==> config.mk <==
export PLATFORM = sky130hd
export DESIGN_NAME = ysyx_220053_mem_arbiter
export DESIGN_NICKNAME = d
export VERILOG_FILES = /design/src/rtl/ysyx_220053_mem_arbiter.sv
export SDC_FILE = /design/constraint.sdc
export NUM_CORES = 1
export LEC_CHECK = 0
export BUFFER_PORTS_ARGS = -buffer_cell sky130_fd_sc_hd__buf_2
export CORE_AREA = 5 5 208 210
export CTS_CLUSTER_SIZE = 14
export DETAILED_ROUTE_END_ITERATION = 8
export DIE_AREA = 0 0 213 215
export PLACE_DENSITY = 0.4
export SLEW_MARGIN = 20
export SYNTH_ARGS = -nofsm -noshare
export SYNTH_HDL_FRONTEND = slang
export SYNTH_SLANG_ARGS = --single-unit
==> constraint.sdc <==
create_clock -name clk -period 2.55 [get_ports clk]
set_clock_uncertainty 0.1 [all_clocks]
set_input_delay 0.255 -clock clk [delete_from_list [all_inputs] [get_ports clk]]
set_output_delay 0.255 -clock clk [all_outputs]
set_load 0.01 [all_outputs]
==> src/rtl/ysyx_220053_mem_arbiter.sv <==
// Two-master arbiter sharing one memory port between fetch (read-only) and load/store.
// LS has priority; a starvation counter forces a pending fetch through after STARVE_MAX LS wins.
module ysyx_220053_mem_arbiter #(
  parameter int unsigned ADDR_W     = 64,
  parameter int unsigned DATA_W     = 64,
  parameter int unsigned STARVE_MAX = 4
) (
  input  logic                clk,
  input  logic                rst,
  // instruction fetch
  input  logic                if_req_valid,
  output logic                if_req_ready,
  input  logic [ADDR_W-1:0]   if_addr,
  output logic                if_resp_valid,
  output logic [DATA_W-1:0]   if_rdata,
  // load/store
  input  logic                ls_req_valid,
  output logic                ls_req_ready,
  input  logic [ADDR_W-1:0]   ls_addr,
  input  logic                ls_wen,
  input  logic [DATA_W-1:0]   ls_wdata,
  input  logic [DATA_W/8-1:0] ls_wmask,
  output logic                ls_resp_valid,
  output logic [DATA_W-1:0]   ls_rdata,
  // memory
  output logic                mem_req_valid,
  input  logic                mem_req_ready,
  output logic [ADDR_W-1:0]   mem_addr,
  output logic                mem_wen,
  output logic [DATA_W-1:0]   mem_wdata,
  output logic [DATA_W/8-1:0] mem_wmask,
  input  logic                mem_resp_valid,
  input  logic [DATA_W-1:0]   mem_rdata
);

  typedef enum logic [1:0] {StIdle, StReq, StWait} state_e;

  localparam logic [3:0] StarveMax = 4'(STARVE_MAX);

  state_e              state_q, state_d;
  logic                owner_ls_q, owner_ls_d;
  logic [ADDR_W-1:0]   addr_q, addr_d;
  logic                wen_q, wen_d;
  logic [DATA_W-1:0]   wdata_q, wdata_d;
  logic [DATA_W/8-1:0] wmask_q, wmask_d;
  logic [3:0]          starve_q, starve_d;

  logic idle, starve_hit, grant_ls, grant_if, resp_fire;

  // Grants are gated by rst so both readies read 0 while reset is held.
  assign idle       = (state_q == StIdle) && rst;
  assign starve_hit = if_req_valid && (starve_q == StarveMax);
  assign grant_ls   = idle && ls_req_valid && !starve_hit;
  assign grant_if   = idle && if_req_valid && !grant_ls;

  always_comb begin
    state_d    = state_q;
    owner_ls_d = owner_ls_q;
    addr_d     = addr_q;
    wen_d      = wen_q;
    wdata_d    = wdata_q;
    wmask_d    = wmask_q;
    starve_d   = starve_q;
    unique case (state_q)
      StIdle: begin
        if (grant_ls) begin
          owner_ls_d = 1'b1;
          addr_d     = ls_addr;
          wen_d      = ls_wen;
          wdata_d    = ls_wdata;
          wmask_d    = ls_wmask;
          state_d    = StReq;
          if (!if_req_valid) begin
            starve_d = '0;
          end else if (starve_q != StarveMax) begin
            starve_d = starve_q + 4'd1;
          end
        end else if (grant_if) begin
          owner_ls_d = 1'b0;
          addr_d     = if_addr;
          wen_d      = 1'b0;
          wdata_d    = '0;
          wmask_d    = '0;
          starve_d   = '0;
          state_d    = StReq;
        end
      end
      StReq: begin
        if (mem_req_ready) state_d = StWait;
      end
      StWait: begin
        if (mem_resp_valid) state_d = StIdle;
      end
      default: state_d = StIdle;
    endcase
  end

  always_ff @(posedge clk or negedge rst) begin
    if (!rst) begin
      state_q    <= StIdle;
      owner_ls_q <= 1'b0;
      addr_q     <= '0;
      wen_q      <= 1'b0;
      wdata_q    <= '0;
      wmask_q    <= '0;
      starve_q   <= '0;
    end else begin
      state_q    <= state_d;
      owner_ls_q <= owner_ls_d;
      addr_q     <= addr_d;
      wen_q      <= wen_d;
      wdata_q    <= wdata_d;
      wmask_q    <= wmask_d;
      starve_q   <= starve_d;
    end
  end

  assign if_req_ready  = grant_if;
  assign ls_req_ready  = grant_ls;

  assign mem_req_valid = (state_q == StReq);
  assign mem_addr      = addr_q;
  assign mem_wen       = wen_q;
  assign mem_wdata     = wdata_q;
  assign mem_wmask     = wmask_q;

  // Responses outside WAIT are spurious and never reach a requester.
  assign resp_fire     = (state_q == StWait) && mem_resp_valid;
  assign if_resp_valid = resp_fire && !owner_ls_q;
  assign ls_resp_valid = resp_fire && owner_ls_q;
  assign if_rdata      = if_resp_valid ? mem_rdata : '0;
  assign ls_rdata      = ls_resp_valid ? mem_rdata : '0;

endmodule

==> impl_metrics.toml, run 1 <==
[sta]
finalCriticalPeriod_ps = 2378
slew-limit-headroom = 0.4135
finalCritPeriodShare = 0.9325
tns_ps = 0
worst_pin_slew_ps = 879.7
rsz0062_at_grt = "false"
max_freq_mhz = 420.6
finalMaxSlewViolations = 0
hold_viol = 0
setup_viol = 0

[floorplanning]
core-area_mm2 = 0.04138
initial_core_util = 0.1709
rows = 75
dieArea_mm2 = 0.04580
fp.dieH_um = 215
fp.dieW_um = 213
io_pins = 541

[logic_synthesis]
synth_seq_area_share = 0.5096
syn-num-nets = 992
synth_area_leaders = "dfrtp_1, and2_1, a22o_1"
synth_area_mm2 = 0.007072
ys_ff_latch = 144
yosys.area.top_type_share = 0.5096
synth_cell_type_count = 28
yosysWarnings = 0
synth_top_area_cell = "dfrtp_1"
syn_area_per_cell_um2 = 9.836
netlist_instances = 719

[routing]
routed_via_density = 4.369
vias = 8616
detail_route.wl_per_cell_um = 19.60
finalWirelength_um = 38650
drt_iter0_drc = 576
drtAntennaViolNets = 0
drc = 0
dr.pass1.iters = 4

[finish]
final_common_cell = "buf_2"
multi_input_area_mm2 = 0.003159
synthToLayoutAreaGrowth_pct = 83.63
fin_nets = 1685
fillCellCount = 4369
seqCellArea_mm2 = 0.003603
fin_util = 0.3138
layout-drive-gt1-share = 0.4171
final_area_mm2 = 0.01299
final_cell_mix = "buf_2, dlygate4sd3_1, dfrtp_1"

[clock_tree]
clock-root-buffer = "clkbuf_16"
max-clock-path-buffers = 2
numCtsBuffers = 17
path_clk_slew_ps = 70
cts_setup_buffers = 0
cts.sinks = 144
clock_latency_ps = 430
cts_tree = "yes"
htree_levels = 4

[setup_path]
r2r_cells = 6
slowest_delay_ps = 390
cp-endpoint = "ls_req_ready"
slowest_stage = "dfrtp_1"
worstSetupPathType = "reg -> out"
worst-path-stages = 6
r2r_end = "mem_addr[11]$_DFFE_PN0P_"
worstPathCellList = "inv_1 -> ha_1 -> nand4b_1 -> and3_2 -> buf_16 -> buf_2"
crit_family = "buffers and inverters"
crit_buf_inv = 3
startpoint_type = "flop"
path_max_fanout = 38
arrival_ps = 2020
r2r_slack_ps = 420
critical_path.startpoint = "starve_q[0]$_DFFE_PN0P_"
crit_required_ps = 2190
r2r_start = "starve_q[0]$_DFFE_PN0P_"
end_kind = "output port"

[global_route]
grt_pass1_vias = 9362
grt_use_total = 0.1613
antenna_found_initial = 16
overflow = 0
grt_pass1_wl_um = 57010
grt_start_max_net_pins = 129

[placement]
routabilityCongestion = 0.8880
post-dp-hpwl_um = 27640
placement.io_buffers = 540
placed_area_mm2 = 0.01037

[run_status]
outcome = "finished clean"

[power]
power_mw = 11.47
p_per_area_mw_per_mm2 = 882.9
p_leak_nw = 6.554
peakVddDrop_v = 0.0003486

[run]
drv_cap = 0

[worst_hold_path]
hold_path.class = "in -> reg"
-- area by class of cell --
type / instances / share of cell area
sequential: 144 / 0.2775
clock inverter: 12 / 0.01050
clock buffer: 19 / 0.03411
tap: 539 / 0.05193
timing repair buffer: 754 / 0.3801
antenna: 9 / 0.001734
inverter: 3 / 0.0008671
multi-input combinational: 492 / 0.2433
-- metrics by stage --
stage               setup WS (ps)  hold slack [ps]  std cells
floorplan                   752.0           -140.6        719
global placement            490.4           -27.93       1733
detailed placement          464.0           -27.88       1733
CTS                         66.61           0.3340       1962
global route                8.721            12.49       1968
finish                      172.2            28.55       1972
-- cells by family after synthesis --
group,share of synthesized area
AND/OR/NAND/NOR,0.2266
adder cells (fa/ha/maj),0.003538
flip-flops,0.5096
buffers and inverters,0.04777
AO/OA/AOI/OAI,0.2125
-- power by group --
part,internal (mW),switching [mW]
registers,3.39,0.618
clock network,1.47,1.06
logic,2.19,2.74
-- sequential cells by signal, indices dropped and copies added (netlist names) --
signal / count
mem_wdata: 64
mem_wen: 1
starve_q: 4
state_q: 2
mem_wmask: 8
owner_ls_q: 1
mem_addr: 64
-- worst register-to-register path, cell delays in order (launching register included) --
cell and delay [ps]:
dfrtp_1 390, inv_1 90, ha_1 210, nand3b_1 160
a21bo_2 150, buf_4 580, o211ai_1 300
-- how the worst min path moves through the flow --
stage | startpoint | end | slack, ps | cells after the start
finish | ls_addr[13] | mem_addr[13]$_DFFE_PN0P_ | 30 | 3
CTS | ls_addr[58] | mem_addr[58]$_DFFE_PN0P_ | 0.3 | 3
floorplan | rst | mem_addr[0]$_DFFE_PN0P_ | -140 | 0
detailed placement | rst | state_q[0]$_DFFE_PN0P_ | -30 | 1
global placement | rst | state_q[1]$_DFFE_PN0P_ | -30 | 1
global route | ls_addr[12] | mem_addr[12]$_DFFE_PN0P_ | 10 | 3
-- cell usage after synthesis --
cell      instances
a21bo_1           1
a21o_1            1
a21oi_1           1
a22o_1           73
a32o_1            1
and2_1          129
and3_1            1
and4b_1           2
buf_1             5
buf_2             6
buf_4             5
clkbuf_1         64
dfrtp_1         144
ha_1              2
inv_1             3
nand2_1          66
nand2b_1          2
nand3_1           4
nand3b_1          1
nand4_1          66
nand4b_1          3
nor2_1            2
nor3b_1           1
nor3b_4           1
o211ai_1         64
o21ai_0           1
o21ai_1          69
or3b_1            1
-- repair_timing --
| item | in CTS | in global routing |
|---|---|---|
| gates resized for setup | 1 | 1 |
| hold buffers | 198 | 0 |
| hold endpoints to repair | 223 | 0 |
| cloned | 0 | 1 |
| endpoints found under the setup margin | 1 | 1 |
-- metal layers --
layer	up-vias	global-route usage	wire (um)
met5	-	0	0
met4	0	0.07852	1683
met3	76	0.03748	2403
met2	383	0.2824	19730
met1	4144	0.1833	14840
li1	4013	-	-
Power figures use the tool's default switching activity.
==> inputs of run 2 (changes only) <==
--- a/config.mk
+++ b/config.mk
@@ -11,7 +11,7 @@
 export DETAILED_ROUTE_END_ITERATION = 8
 export DIE_AREA = 0 0 213 215
 export PLACE_DENSITY = 0.4
-export SLEW_MARGIN = 20
+export SLEW_MARGIN = 40
 export SYNTH_ARGS = -nofsm -noshare
 export SYNTH_HDL_FRONTEND = slang
 export SYNTH_SLANG_ARGS = --single-unit
==> constraint.sdc (replaced) <==
create_clock -name clk -period 2.55 [get_ports clk]
set_clock_uncertainty 0.1 [all_clocks]
set_input_delay 0.3825 -clock clk [delete_from_list [all_inputs] [get_ports clk]]
set_output_delay 0.3825 -clock clk [all_outputs]
set_load 0.01 [all_outputs]
==> impl_metrics.toml, run 2 (same netlist as run 1, synthesis figures left out) <==
[run_status]
outcome = "finished clean"

[sta]
setup_viol = 0
worst_pin_slew_ps = 838.4
finalMaxSlewViolations = 0
finalCriticalPeriod_ps = 2408
hold_viol = 0
max_freq_mhz = 415.3
rsz0062_at_grt = "true"
fin_hold_ws_ps = 62.26
slew-limit-headroom = 0.4411
finalCritPeriodShare = 0.9443

[clock_tree]
path_clk_slew_ps = 60
htree_levels = 4
cts_tree = "yes"
numCtsBuffers = 17
clock_latency_ps = 430
max-clock-path-buffers = 2
cts_setup_buffers = 0
clock-root-buffer = "clkbuf_16"
cts.sinks = 144

[floorplanning]
fp.dieH_um = 215
initial_core_util = 0.1709
core-area_mm2 = 0.04138
dieArea_mm2 = 0.04580
rows = 75
io_pins = 541
fp.dieW_um = 213

[routing]
finalWirelength_um = 36700
drtAntennaViolNets = 0
vias = 7788
detail_route.wl_per_cell_um = 20.77
routed_via_density = 4.407
dr.pass1.iters = 5
drt_iter0_drc = 506
drc = 0

[power]
switching_share = 0.3838
power_frac_seq = 0.359
p_int_mw = 6.866
switchingPower_mw = 4.277
combPwrFrac = 0.413
peakVddDrop_v = 0.0003965
p_leak_nw = 5.712
pwr-share-clk = 0.228
p_per_area_mw_per_mm2 = 1015

[worst_hold_path]
worstHoldStart = "mem_resp_valid"
whs_path_depth = 2
whs_endpoint = "state_q[1]$_DFFE_PN0P_"
hold_path.class = "in -> reg"

[placement]
placement.io_buffers = 540
routabilityCongestion = 0.8781
post-dp-hpwl_um = 27410

[setup_path]
arrival_ps = 1930
worstSetupPathType = "reg -> out"
r2r_cells = 6
startpoint_type = "flop"
r2r_end = "mem_addr[18]$_DFFE_PN0P_"
crit_required_ps = 2070
path_max_fanout = 65
r2r_start = "starve_q[0]$_DFFE_PN0P_"
end_kind = "output port"
r2r_slack_ps = 450

[global_route]
grt_start_max_net_pins = 129
antenna_found_initial = 22
grt_pass1_vias = 8160
overflow = 0
grt_pass1_wl_um = 53630
grt_use_total = 0.1540

[run]
drv_cap = 0

[finish]
fillCellCount = 4563
fin_util = 0.2653
fin_nets = 1485
layout-drive-gt1-share = 0.4808
final_cell_mix = "buf_2, dfrtp_1, and2_1"
final_common_cell = "buf_2"
synthToLayoutAreaGrowth_pct = 55.27
[run 2: cell count changes in the layout (fill, tap and decap cells not counted), sizes merged]
cell and delta:
dlygate4sd3 -196, diode -4, buf -3, inv -2, clkbuf +1, clkinv -1
[run 2: worst max path at each step]
stage / start / to / slack (ps) / cells past startpoint
after floorplan: state_q[0]$_DFFE_PN0P_ / if_rdata[10] / 620 / 5
after global placement: rst / mem_wdata[53]$_DFFE_PN0P_ / 470 / 5
after detailed placement: rst / mem_wdata[35]$_DFFE_PN0P_ / 450 / 5
after CTS: state_q[0]$_DFFE_PN0P_ / ls_req_ready / 20 / 3
after global routing: state_q[0]$_DFFE_PN0P_ / if_rdata[25] / -20 / 5
final: state_q[0]$_DFFE_PN0P_ / if_rdata[25] / 140 / 5
[run 2: final cells by class]
cell class / instances / area [um^2] / share of cell area
Inverter: 3 / 11.26 / 0.001026
Timing Repair Buffer: 554 / 2939 / 0.2677
Clock inverter: 9 / 110.1 / 0.01003
Tap cell: 539 / 674.4 / 0.06142
Clock buffer: 21 / 470.5 / 0.04284
Sequential cell: 144 / 3603 / 0.3282
Antenna cell: 5 / 12.51 / 0.001139
Multi-Input combinational cell: 492 / 3159 / 0.2877
[run 2: power groups by stage]
stage / registers (mW) / clock network, mW / logic [mW]
2_1_floorplan: 4.50 / 0 / 1.92
3_3_place_gp: 4.03 / 0 / 4.67
3_5_place_dp: 4.02 / 0 / 4.70
4_1_cts: 4.01 / 2.65 / 4.71
5_1_grt: 4.16 / 2.73 / 5.02
6_report: 4.00 / 2.54 / 4.60
[run 2: layer usage]
| metal | part of all wire | routed length [um] | global-route usage |
|---|---|---|---|
| met3 | 0.075 | 2765 | 0.04696 |
| met4 | 0.018 | 660 | 0.05185 |
| met1 | 0.37 | 13530 | 0.1706 |
| met2 | 0.54 | 19670 | 0.2782 |
| met5 | 0.0020 | 75 | 0 |
[run 2: metrics by stage]
step | TNS (ps) | instance area (um^2) | std cells | setup slack (ps) | power (mW)
floorplan | 0 | 7072 | 719 | 624.5 | 6.419
global placement | 0 | 10340 | 1729 | 469.5 | 8.693
detailed placement | 0 | 10360 | 1730 | 454.9 | 8.725
CTS | 0 | 10960 | 1762 | 21.49 | 11.36
global route | -174.2 | 10980 | 1767 | -24.43 | 11.92
finish | 0 | 10980 | 1767 | 142.0 | 11.14
[run 2: repair_timing]
action	CTS	global route
setup endpoints to repair	0	23
gates resized for setup	0	1
hold endpoints to repair	63	0
hold buffers	2	0
[run 2: worst max-delay path: stages, from the launching register on]
cell      delay, ps
dfrtp_1         440
nand2b_1        190
nor3b_2         270
buf_12          260
and2_1          150
buf_2           150
